[src/rtl/vga_fb_scheduler.sv]
// Time-slot scheduler for a single-port frame buffer. Display prefetch (4 pixels
// per word) owns every fourth slot while fetching; the req/ack writer gets the rest.
module vga_fb_scheduler #(
  parameter int H_ACTIVE = 640,
  parameter int H_TOTAL  = 800,
  parameter int V_ACTIVE = 480,
  parameter int V_TOTAL  = 525,
  parameter int PIX_W    = 8,
  parameter int ADDR_W   = 17,
  localparam int DATA_W  = 4 * PIX_W
) (
  input  logic              clk,
  input  logic              rst,
  input  logic [9:0]        hcnt,
  input  logic [9:0]        vcnt,
  input  logic              disp_en,
  input  logic              wr_req,
  input  logic [ADDR_W-1:0] wr_addr,
  input  logic [DATA_W-1:0] wr_data,
  output logic              wr_ack,
  output logic              mem_en,
  output logic              mem_we,
  output logic [ADDR_W-1:0] mem_addr,
  output logic [DATA_W-1:0] mem_wdata,
  input  logic [DATA_W-1:0] mem_rdata,
  output logic [PIX_W-1:0]  pix_data,
  output logic              pix_valid,
  output logic              frame_start
);

  localparam logic [9:0] H_ACT  = 10'(H_ACTIVE);
  localparam logic [9:0] H_TOT  = 10'(H_TOTAL);
  localparam logic [9:0] H_LAST = 10'(H_TOTAL - 4);
  localparam logic [9:0] V_ACT  = 10'(V_ACTIVE);
  localparam logic [9:0] V_TOT  = 10'(V_TOTAL);
  localparam logic [9:0] V_LAST = 10'(V_TOTAL - 1);
  localparam logic [ADDR_W-1:0] ADDR_ONE = ADDR_W'(1);

  logic              in_range_s, boundary_s, den_eff_s, slot_s, grant_s, active_s;
  logic [9:0]        nx_s, ny_s;
  logic [ADDR_W-1:0] base_s;
  logic [PIX_W-1:0]  pix_next_s;

  logic              den_q, den_d;
  logic [ADDR_W-1:0] disp_addr_q, disp_addr_d;
  logic              mem_en_q, mem_en_d, mem_we_q, mem_we_d;
  logic [ADDR_W-1:0] mem_addr_q, mem_addr_d;
  logic [DATA_W-1:0] mem_wdata_q, mem_wdata_d;
  logic              wr_ack_q, wr_ack_d;
  logic [1:0]        rd_pipe_q, rd_pipe_d;
  logic [DATA_W-1:0] hold_q, hold_d, shift_q, shift_d;
  logic [PIX_W-1:0]  pix_data_q, pix_data_d;
  logic              pix_valid_q, pix_valid_d, frame_q, frame_d;

  // Slot decode, arbitration and pixel pipeline next-state.
  always_comb begin
    in_range_s = (hcnt < H_TOT) && (vcnt < V_TOT);
    boundary_s = (hcnt == H_LAST) && (vcnt == V_LAST);
    if (hcnt == H_LAST) begin
      nx_s = 10'd0;
      ny_s = (vcnt == V_LAST) ? 10'd0 : vcnt + 10'd1;
    end else begin
      nx_s = hcnt + 10'd4;
      ny_s = vcnt;
    end
    // At the boundary the incoming enable governs the slot that fetches word 0.
    den_eff_s = boundary_s ? disp_en : den_q;
    slot_s    = in_range_s && (hcnt[1:0] == 2'b00) && (nx_s < H_ACT) &&
                (ny_s < V_ACT) && den_eff_s;
    grant_s   = !slot_s && wr_req && !wr_ack_q;
    active_s  = (hcnt < H_ACT) && (vcnt < V_ACT);
    base_s    = boundary_s ? {ADDR_W{1'b0}} : disp_addr_q;

    den_d       = boundary_s ? disp_en : den_q;
    frame_d     = boundary_s;
    mem_en_d    = 1'b0;
    mem_we_d    = 1'b0;
    wr_ack_d    = 1'b0;
    mem_addr_d  = mem_addr_q;
    mem_wdata_d = mem_wdata_q;
    disp_addr_d = base_s;
    if (slot_s) begin
      mem_en_d    = 1'b1;
      mem_addr_d  = base_s;
      disp_addr_d = base_s + ADDR_ONE;
    end else if (grant_s) begin
      mem_en_d    = 1'b1;
      mem_we_d    = 1'b1;
      mem_addr_d  = wr_addr;
      mem_wdata_d = wr_data;
      wr_ack_d    = 1'b1;
    end else begin
      mem_en_d    = 1'b0;
    end

    rd_pipe_d = {rd_pipe_q[0], slot_s};
    hold_d    = rd_pipe_q[1] ? mem_rdata : hold_q;
    if (hcnt[1:0] == 2'b00) begin
      pix_next_s = hold_q[PIX_W-1:0];
      shift_d    = hold_q >> PIX_W;
    end else begin
      pix_next_s = shift_q[PIX_W-1:0];
      shift_d    = shift_q >> PIX_W;
    end
    pix_valid_d = active_s;
    pix_data_d  = (active_s && den_q) ? pix_next_s : {PIX_W{1'b0}};
  end

  // State register; every output comes straight from here.
  always_ff @(posedge clk or negedge rst) begin
    if (!rst) begin
      den_q       <= 1'b0;
      disp_addr_q <= {ADDR_W{1'b0}};
      mem_en_q    <= 1'b0;
      mem_we_q    <= 1'b0;
      mem_addr_q  <= {ADDR_W{1'b0}};
      mem_wdata_q <= {DATA_W{1'b0}};
      wr_ack_q    <= 1'b0;
      rd_pipe_q   <= 2'b00;
      hold_q      <= {DATA_W{1'b0}};
      shift_q     <= {DATA_W{1'b0}};
      pix_data_q  <= {PIX_W{1'b0}};
      pix_valid_q <= 1'b0;
      frame_q     <= 1'b0;
    end else begin
      den_q       <= den_d;
      disp_addr_q <= disp_addr_d;
      mem_en_q    <= mem_en_d;
      mem_we_q    <= mem_we_d;
      mem_addr_q  <= mem_addr_d;
      mem_wdata_q <= mem_wdata_d;
      wr_ack_q    <= wr_ack_d;
      rd_pipe_q   <= rd_pipe_d;
      hold_q      <= hold_d;
      shift_q     <= shift_d;
      pix_data_q  <= pix_data_d;
      pix_valid_q <= pix_valid_d;
      frame_q     <= frame_d;
    end
  end

  assign wr_ack      = wr_ack_q;
  assign mem_en      = mem_en_q;
  assign mem_we      = mem_we_q;
  assign mem_addr    = mem_addr_q;
  assign mem_wdata   = mem_wdata_q;
  assign pix_data    = pix_data_q;
  assign pix_valid   = pix_valid_q;
  assign frame_start = frame_q;

endmodule

[config.mk]
export PLATFORM = sky130hd
export DESIGN_NAME = vga_fb_scheduler
export DESIGN_NICKNAME = d
export VERILOG_FILES = /design/src/rtl/vga_fb_scheduler.sv
export SDC_FILE = /design/constraint.sdc
export NUM_CORES = 1
export LEC_CHECK = 0
export ABC_AREA = 1
export CAP_MARGIN = 10
export CORE_ASPECT_RATIO = 1.75
export CORE_MARGIN = 3
export CORE_UTILIZATION = 30
export CTS_BUF_LIST = sky130_fd_sc_hd__clkbuf_4 sky130_fd_sc_hd__clkbuf_8
export CTS_CLUSTER_SIZE = 28
export DETAILED_ROUTE_END_ITERATION = 7
export SLEW_MARGIN = 10
export SYNTH_ARGS = -nofsm -noshare
export SYNTH_HDL_FRONTEND = slang
export SYNTH_SLANG_ARGS = --single-unit
[constraint.sdc]
create_clock -name clk -period 3.32 [get_ports clk]
set_input_delay 0.996 -clock clk [delete_from_list [all_inputs] [get_ports clk]]
set_output_delay 0.996 -clock clk [all_outputs]
set_load 0.05 [all_outputs]
* Yosys cells after proc, flatten, opt, wreduce, memory -nomap -nowiden
Cells that the tools add are included.
** Word-level totals
- Register bits :: 145
- Bits of input ports :: 105
- Output and inout bits :: 62
** Operators by class
- Add/sub/neg operators :: 3
- Order comparisons :: 6
- Equal/unequal tests :: 2
- Mux-type cells :: 14
- Bitwise operators :: 1
- Reduce and logical (&&, ||, !) cells :: 15
** Operator list (count)
- $mux W17 :: 4
- $lt A10 B10 Y1 const B :: 4
- $mux W10 :: 3
- $mux W24 :: 1
- $eq A10 B10 Y1 const B :: 2
- $lt A10 B9 Y1 const B :: 2
- $add A17 B1 Y17 const B :: 1
- $mux W8 :: 2
- $add A10 B1 Y10 const B :: 1
- $add A10 B3 Y10 const B :: 1
- $logic_and A1 B1 Y1 :: 10
- $mux W1 :: 4
- $logic_not A1 Y1 :: 2
- $logic_not A2 Y1 :: 1
- $reduce_and A2 Y1 :: 1
- $reduce_bool A2 Y1 :: 1
- $not A1 Y1 :: 1

* Depth between registers and ports, before layout
Gate-level depths: netlist of the first run.
- Depth in word-level cells :: 11
- Mapped depth :: 17

* Worst setup path after synthesis of the first run
Ideal clock, no wire load.
- Path type :: input to register
- Start point :: input port vcnt[3]
- End point :: register disp_addr_q[16]
- Library setup time :: 116 ps
- Arrival time :: 2618 ps
- Required time :: 3204 ps
- Setup slack :: 585 ps
- Stages :: 17
- Path buffers :: 0
- Path through :: nand2_1 inv_1 nand2_1 nor2_4 nand2_1 nor2_4 nor2_1 ha_1 nand2_1 nor2_1 nand4_1 nor2_1 nand3_1 nand2_1 nand2_1 nand2_1 nand2_1
** On the way
- Cells in the longest elaborated chain, start to end :: 7
- Elaborated cells between the ends (all ways) :: 16
** Ends and longest elaborated chain
- from (decl) :: RTL line 15 : input logic [9:0] vcnt,
- $add A10 B1 Y10, or another cell as far along :: RTL line 61 : ny_s = (vcnt == V_LAST) ? 10'd0 : vcnt + 10'd1;
- $mux W10 / $logic_and A1 B1 Y1 (equally long branches) :: RTL line 61, 57
- $mux W10 / $logic_and A1 B1 Y1 (equally long branches) :: RTL line 59, 68
- $lt A10 B9 Y1 / $logic_and A1 B1 Y1 (equally long branches) :: RTL line 69, 68
- $logic_and A1 B1 Y1 :: RTL line 68 : slot_s = in_range_s && (hcnt[1:0] == 2'b00) && (nx_s < H_ACT) &&
- $logic_and A1 B1 Y1 :: RTL line 69 : (ny_s < V_ACT) && den_eff_s;
- $mux W17 * :: RTL line 82 : if (slot_s) begin
- named net disp_addr_d[16] :: RTL line 45 : logic [ADDR_W-1:0] disp_addr_q, disp_addr_d;
- to (signal assigned) :: RTL line 113 : disp_addr_q <= {ADDR_W{1'b0}};
- to (signal assigned) :: RTL line 127 : disp_addr_q <= disp_addr_d;
- to (decl) :: RTL line 45
Mark *: on every way through the listed nets, which the timed path passes. The rest lies on a longest branch.
A chain may end at the register's enable or synchronous reset.

* Final worst setup path of the first run
- Start point :: input port vcnt[6]
- End point :: register mem_wdata_q[13] (netlist: mem_wdata[13])
** On the way
- Cells in the longest elaborated chain, start to end :: 10
- Elaborated cells between the ends (all ways) :: 18
** Ends and longest elaborated chain
- $add A10 B1 Y10, or another cell as far along :: RTL line 61
- $mux W10 / $logic_and A1 B1 Y1 (equally long branches) :: RTL line 61, 57
- $mux W10 / $logic_and A1 B1 Y1 (equally long branches) :: RTL line 59, 68
- $lt A10 B9 Y1 / $logic_and A1 B1 Y1 (equally long branches) :: RTL line 69, 68
- $logic_and A1 B1 Y1 :: RTL line 68
- $logic_and A1 B1 Y1 * :: RTL line 69
- $logic_not A1 Y1 :: RTL line 70 : grant_s = !slot_s && wr_req && !wr_ack_q;
- $logic_and A1 B1 Y1 (2 in a row) :: RTL line 70
- $reduce_and A2 Y1 (no source line) *
- to (signal assigned) :: RTL line 117 : mem_wdata_q <= {DATA_W{1'b0}};
- to (signal assigned) :: RTL line 131 : mem_wdata_q <= mem_wdata_d;
- to (decl) :: RTL line 48 : logic [DATA_W-1:0] mem_wdata_q, mem_wdata_d;
Mark *: on every way between the ends. The rest lies on a longest branch, timed or not.

==> metrics.cfg, run 1 <==
[power]
p_leak_nw=4.08
p_per_area_nw_per_um2=493
p_total_mw=4.11
ir_drop_mv=0.270

[floorplan]
rows=67
start_util=0.308
core_um2=19400
die_area_um2=21700
die_h_um=193
die_width_um=113
pin_count=167

[timing]
min_period_ns=2.80
drv_slew=0
clock.fmax_mhz=357
holdWs_ns=0.356
finalHoldViolCount=0
final.setup.tns_ns=0
relSlewSlack=0.374
tightest_slew_ns=0.939
grt_setup_unrepaired=false
skew_ns=0.0150
period_share=0.844
worst_slack_ns=0.518
finalSetupViolations=0

[clock_tree]
cts_buffers=17
clk_latency_ns=0.45
clockRootBuffer=clkbuf_8
max-clock-path-buffers=2
cts_hold_buf=0
cts_setup_buffers=0
cts_num_sinks=137
cts_tree=done
clk_pin_slew_ns=0.09
h-tree-depth=4
post_cts_resized=0

[critical_path]
worst_ep_arrival_time_ns=3.18
critPathSlowestCell=clkdlybuf4s50_1
r2r_slack_ns=1.52
cp_cell_sequence=clkdlybuf4s50_1, nor2_2, nand2_2, o21bai_1, nand2_1, nor2_1, nand2_1, inv_1, nand2_2, nor2_4, nor2_8, inv_2, nand2_1, nand2_1
start_kind=input port
worst_ep_required_time_ns=3.70
worstSetupPathType=in -> reg
worst-path-max-fanout=32
cpMostUsedCell=nand2_1
critPathCaptureType=flop
critPathMaxStageDelay_ns=0.48

[global_route]
grt_max_degree=72
gr-total-overflow=0
grt_use_total=0.146
grt_pass1_vias=5025
antenna_found_initial=0
grt_first_pass_wirelength_um=25000

[detailed_routing]
vias_per_cell=4.47
post_drt_wl_per_cell_um=13.4
first_pass_iters=4
drtAntennaViolNets=0
routed_wl_um=15200
via_count=5078
route.detailed.drc=0
drt_iter0_markers=222

[yosys]
ys_ff_latch=137
synthDistinctLibCells=30
syn_area_um2=5970
yosysWarnings=0
synthFlopType=dfrtp_1
synth_edf_count=0
ys_seq_area_frac=0.574
syn_area_per_cell_um2=8.35
syn_nets=821
syn_inst=715
async_flop_share=1.00

[placed_design]
place.detailed.hpwl_um=11000
place_congestion=0.851
dp_slack_ns=0.0607
port_buffers=166
dp_cells=1105

[run]
drv_cap=0

[final_layout]
area_growth_pct=39.9
drive_gt1_frac=0.0725
nets=989
n_antenna_cell=0
layout_commonest_cell=nand2_1
final_cell_mix=nand2_1, clkdlybuf4s50_1, dfrtp_1, inv_1, nor2_1
layout.cells.non_filler=1137

[status]
status=finished, final reports clean

[worst_hold_path]
hp-class=reg -> reg

[logic make-up after synthesis]
| kind of cell | count (synthesis) | synth area share |
|---|---|---|
| flip-flops | 137 | 0.574 |
| AND/OR/NAND/NOR | 398 | 0.278 |
| buffers and inverters | 104 | 0.0752 |
| XOR/XNOR | 7 | 0.0103 |
| AO/OA/AOI/OAI | 68 | 0.0597 |
| adder cells (fa/ha/maj) | 1 | 0.00210 |
[critical path: cells and delay by family]
kind / cells / cell delay, ns
simple gates: 10 / 1.03
compound gates: 1 / 0.15
buf+inv: 3 / 1.00
[power breakdown]
group | internal, mW | total (mW) | switching, mW
sequential | 1.77 | 1.81 | 0.0458
clock | 0.772 | 1.50 | 0.724
combinational | 0.307 | 0.804 | 0.496
total | 2.85 | 4.11 | 1.27
[path summary, 6_finish.rpt]
check / startpoint / end / cells after the start
max: vcnt[6] / mem_wdata[13]$_DFFE_PN0P_ / 14
min: rd_pipe_q[0]$_DFF_PN0_ / rd_pipe_q[1]$_DFF_PN0_ / 0
max reg2reg: disp_addr_q[2]$_DFF_PN0_ / disp_addr_q[13]$_DFF_PN0_ / 9
min reg2reg: rd_pipe_q[0]$_DFF_PN0_ / rd_pipe_q[1]$_DFF_PN0_ / 0
max in group asynchronous: rst / shift_q[23]$_DFF_PN0_ / 2
min in group asynchronous: rst / mem_wdata[30]$_DFFE_PN0P_ / 1
[synth_stat cells (4+ instances only)]
library cell  instances  area, um2
o21ai_0              53        265
xnor2_1               4       35.0
nand2_1             257        965
clkbuf_1             12       45.0
nand4_1               8       50.1
a21oi_1               8       40.0
nor2_4                4       45.0
buf_2                 8       40.0
nor2_1               63        236
buf_4                 4       30.0
inv_1                71        267
dfrtp_1             137       3430
nand3_1              55        275
nand2_2               4       25.0
[layer usage]
metal,global-route usage,wire (um),vias up,part of all wire
li1,-,-,2555,-
met1,0.166,6210,2349,0.41
met2,0.260,7840,150,0.51
met3,0.0323,808,24,0.053
met4,0.0639,394,0,0.026
met5,0,0,-,0
[layout make-up]
cell class / count / area (um2)
fill: 1966 / 11000
sequential: 137 / 3430
clock inverter: 14 / 185
inverter: 74 / 278
tap: 241 / 302
timing repair buffer: 179 / 1820
clock buffer: 18 / 241
multi-input combinational: 474 / 2090
[through the flow]
step	cell area (um2)	utilization
after floorplan	5970	-
after global placement	7930	0.409
after detailed placement	7930	0.409
after CTS	8350	0.431
after global routing	8350	0.431
final	8350	0.431
[registers in the layout (all words and copies together) (netlist names)]
signal,cells
pix_data,8
shift_q,24
den_q,1
rd_pipe_q,2
pix_valid,1
mem_en,1
hold_q,32
wr_ack,1
mem_wdata,32
frame_start,1
disp_addr_q,17
mem_addr,17
(Power assumes the default switching activity.)
==> run 2, diff against run 1 <==
==> constraint.sdc (replaced) <==
create_clock -name clk -period 2.9 [get_ports clk]
set_input_delay 0.87 -clock clk [delete_from_list [all_inputs] [get_ports clk]]
set_output_delay 0.87 -clock clk [all_outputs]
set_load 0.05 [all_outputs]
==> run 2 against run 1 <==
  * Die area unchanged
  * Worst setup slack worse by 0.22 ns
  * Clock skew up 0.0032 ns
  * Global-route usage about the same
  * Highest routed layer unchanged
  * Sequential share of layout area down 0.53 points
  * Critical path type unchanged
  * Cell count up 1.6%
  * Power up 15%
  * Flip-flop and latch count unchanged
==> metrics.cfg, run 2 (synthesis results as in run 1) <==
[final_layout]
layout_commonest_cell=nand2_1
nets=1007
drive_gt1_frac=0.0919
design_area_um2=8460
n_antenna_cell=0
area_growth_pct=41.8
final_cell_mix=nand2_1, clkdlybuf4s50_1, dfrtp_1, inv_1, nor2_1
num-fill-cells=1933
layout.cells.non_filler=1155

[detailed_routing]
drt_iter0_markers=221
drtAntennaViolNets=0
via_count=5090
first_pass_iters=4
post_drt_wl_per_cell_um=13.3
routed_wl_um=15400
vias_per_cell=4.41
route.detailed.drc=0

[timing]
skew_ns=0.0183
finalSetupViolations=0
clock.fmax_mhz=384
drv_slew=0
worst_slack_ns=0.295
finalHoldViolCount=0
period_share=0.898
grt_setup_unrepaired=false
relSlewSlack=0.392
min_period_ns=2.61
tightest_slew_ns=0.911

[global_route]
grt_use_total=0.146
antenna_found_initial=0
grt_first_pass_wirelength_um=25000
grt_pass1_vias=5099
gr-total-overflow=0
met3_usage=0.0333
use_met2=0.267
gr-usage-met1=0.162
grt_max_degree=65
gr-max-usage-layer=met2

[critical_path]
worst_ep_arrival_time_ns=2.94
reg2reg_to=disp_addr_q[13]$_DFF_PN0_
rr_startpoint=disp_addr_q[2]$_DFF_PN0_
start_kind=input port
critPathCaptureType=flop
worst_ep_required_time_ns=3.23
r2r_slack_ns=1.19
worst-path-max-fanout=4
worstSetupPathType=in -> reg
ff2ff_path_depth=9

[clock_tree]
clk_pin_slew_ns=0.10
cts_tree=done
max-clock-path-buffers=2
cts_buffers=17
clockRootBuffer=clkbuf_8
cts_num_sinks=137
clk_latency_ns=0.45
cts_setup_buffers=0
h-tree-depth=4

[placed_design]
dp_cells=1123
place.detailed.hpwl_um=11300
dp_slack_ns=-0.212
place_congestion=0.875
dpl_cell_area_um2=8020
port_buffers=166

[status]
status=finished, final reports clean

[floorplan]
core_um2=19400
pin_count=167
die_area_um2=21700
start_util=0.308
rows=67
die_width_um=113
die_h_um=193

[power]
p_leak_nw=4.14
p_per_area_nw_per_um2=560
ir_drop_mv=0.334

[run]
drv_cap=0

[worst_hold_path]
hp-start=rd_pipe_q[0]$_DFF_PN0_
holdPathEnd=rd_pipe_q[1]$_DFF_PN0_
hold_depth=0
hp-class=reg -> reg

[run 2: cell count changes in the layout (fill, tap and decap cells not counted), sizes merged]
cell      before  now
clkinvlp       1    3
clkinv         3    1
buf           14   32
[run 2: where the power goes]
| part | switching [mW] | total [mW] | internal (mW) | leakage [nW] |
|---|---|---|---|---|
| Combinational | 0.571 | 0.930 | 0.359 | 2.36 |
| Clock | 0.835 | 1.73 | 0.897 | 0.210 |
| Sequential | 0.0503 | 2.07 | 2.02 | 1.58 |
[run 2: stage by stage]
step | setup TNS, ns | hold slack (ns) | total power [mW] | util
after global routing | 0 | 0.351 | 4.97 | 0.437
after CTS | 0 | 0.349 | 4.83 | 0.437
after detailed placement | -8.83 | 0.336 | 3.06 | 0.414
after global placement | -6.85 | 0.336 | 3.05 | 0.414
after floorplan | 0 | 0.331 | 2.61 | -
final | 0 | 0.346 | 4.74 | 0.437
[run 2: repair_timing]
action | in CTS | in global routing
hold buffers | 0 | 0
endpoints found under the hold margin | 0 | 0
endpoints found under the setup margin | 0 | 33
resized for setup | 0 | 3
[run 2: critical path, stage by stage]
cell             delay [ns]
clkdlybuf4s50_1        0.51
nor2_2                 0.07
nand2_2                0.09
nor2_4                 0.05
nand2_1                0.11
nor2_4                 0.06
nor2_1                 0.14
ha_1                   0.20
nand2_1                0.10
nor2_1                 0.11
nand4_1                0.17
nor2_2                 0.17
nand3_1                0.08
nand2_1                0.07
nand2_1                0.04
nand2_1                0.05
nand2_1                0.04
[run 2: layout make-up]
cell class / instances / area (um2) / share of cell area
Sequential cell: 137 / 3430 / 0.405
Clock buffer: 18 / 248 / 0.0293
Inverter: 74 / 280 / 0.0331
Clock inverter: 14 / 185 / 0.0219
Tap cell: 241 / 302 / 0.0356
Timing Repair Buffer: 197 / 1920 / 0.227
Multi-Input combinational cell: 474 / 2100 / 0.248
[run 2: metal layers]
| layer | up-vias | wire [um] |
|---|---|---|
| met4 | 0 | 328 |
| li1 | 2595 | - |
| met1 | 2337 | 6190 |
| met3 | 16 | 781 |
| met2 | 142 | 8110 |
| met5 | - | 0 |
[run 2: how the worst max path moves through the flow]
stage,from,to,slack [ns],depth (start not counted)
floorplan,vcnt[3],disp_addr_q[16]$_DFF_PN0_,0.29,17
global placement,hcnt[7],mem_wdata[26]$_DFFE_PN0P_,-0.15,12
detailed placement,hcnt[7],mem_wdata[9]$_DFFE_PN0P_,-0.21,12
CTS,vcnt[9],mem_wdata[9]$_DFFE_PN0P_,0.25,12
global route,hcnt[5],disp_addr_q[16]$_DFF_PN0_,0.03,17
finish,vcnt[4],disp_addr_q[16]$_DFF_PN0_,0.29,17
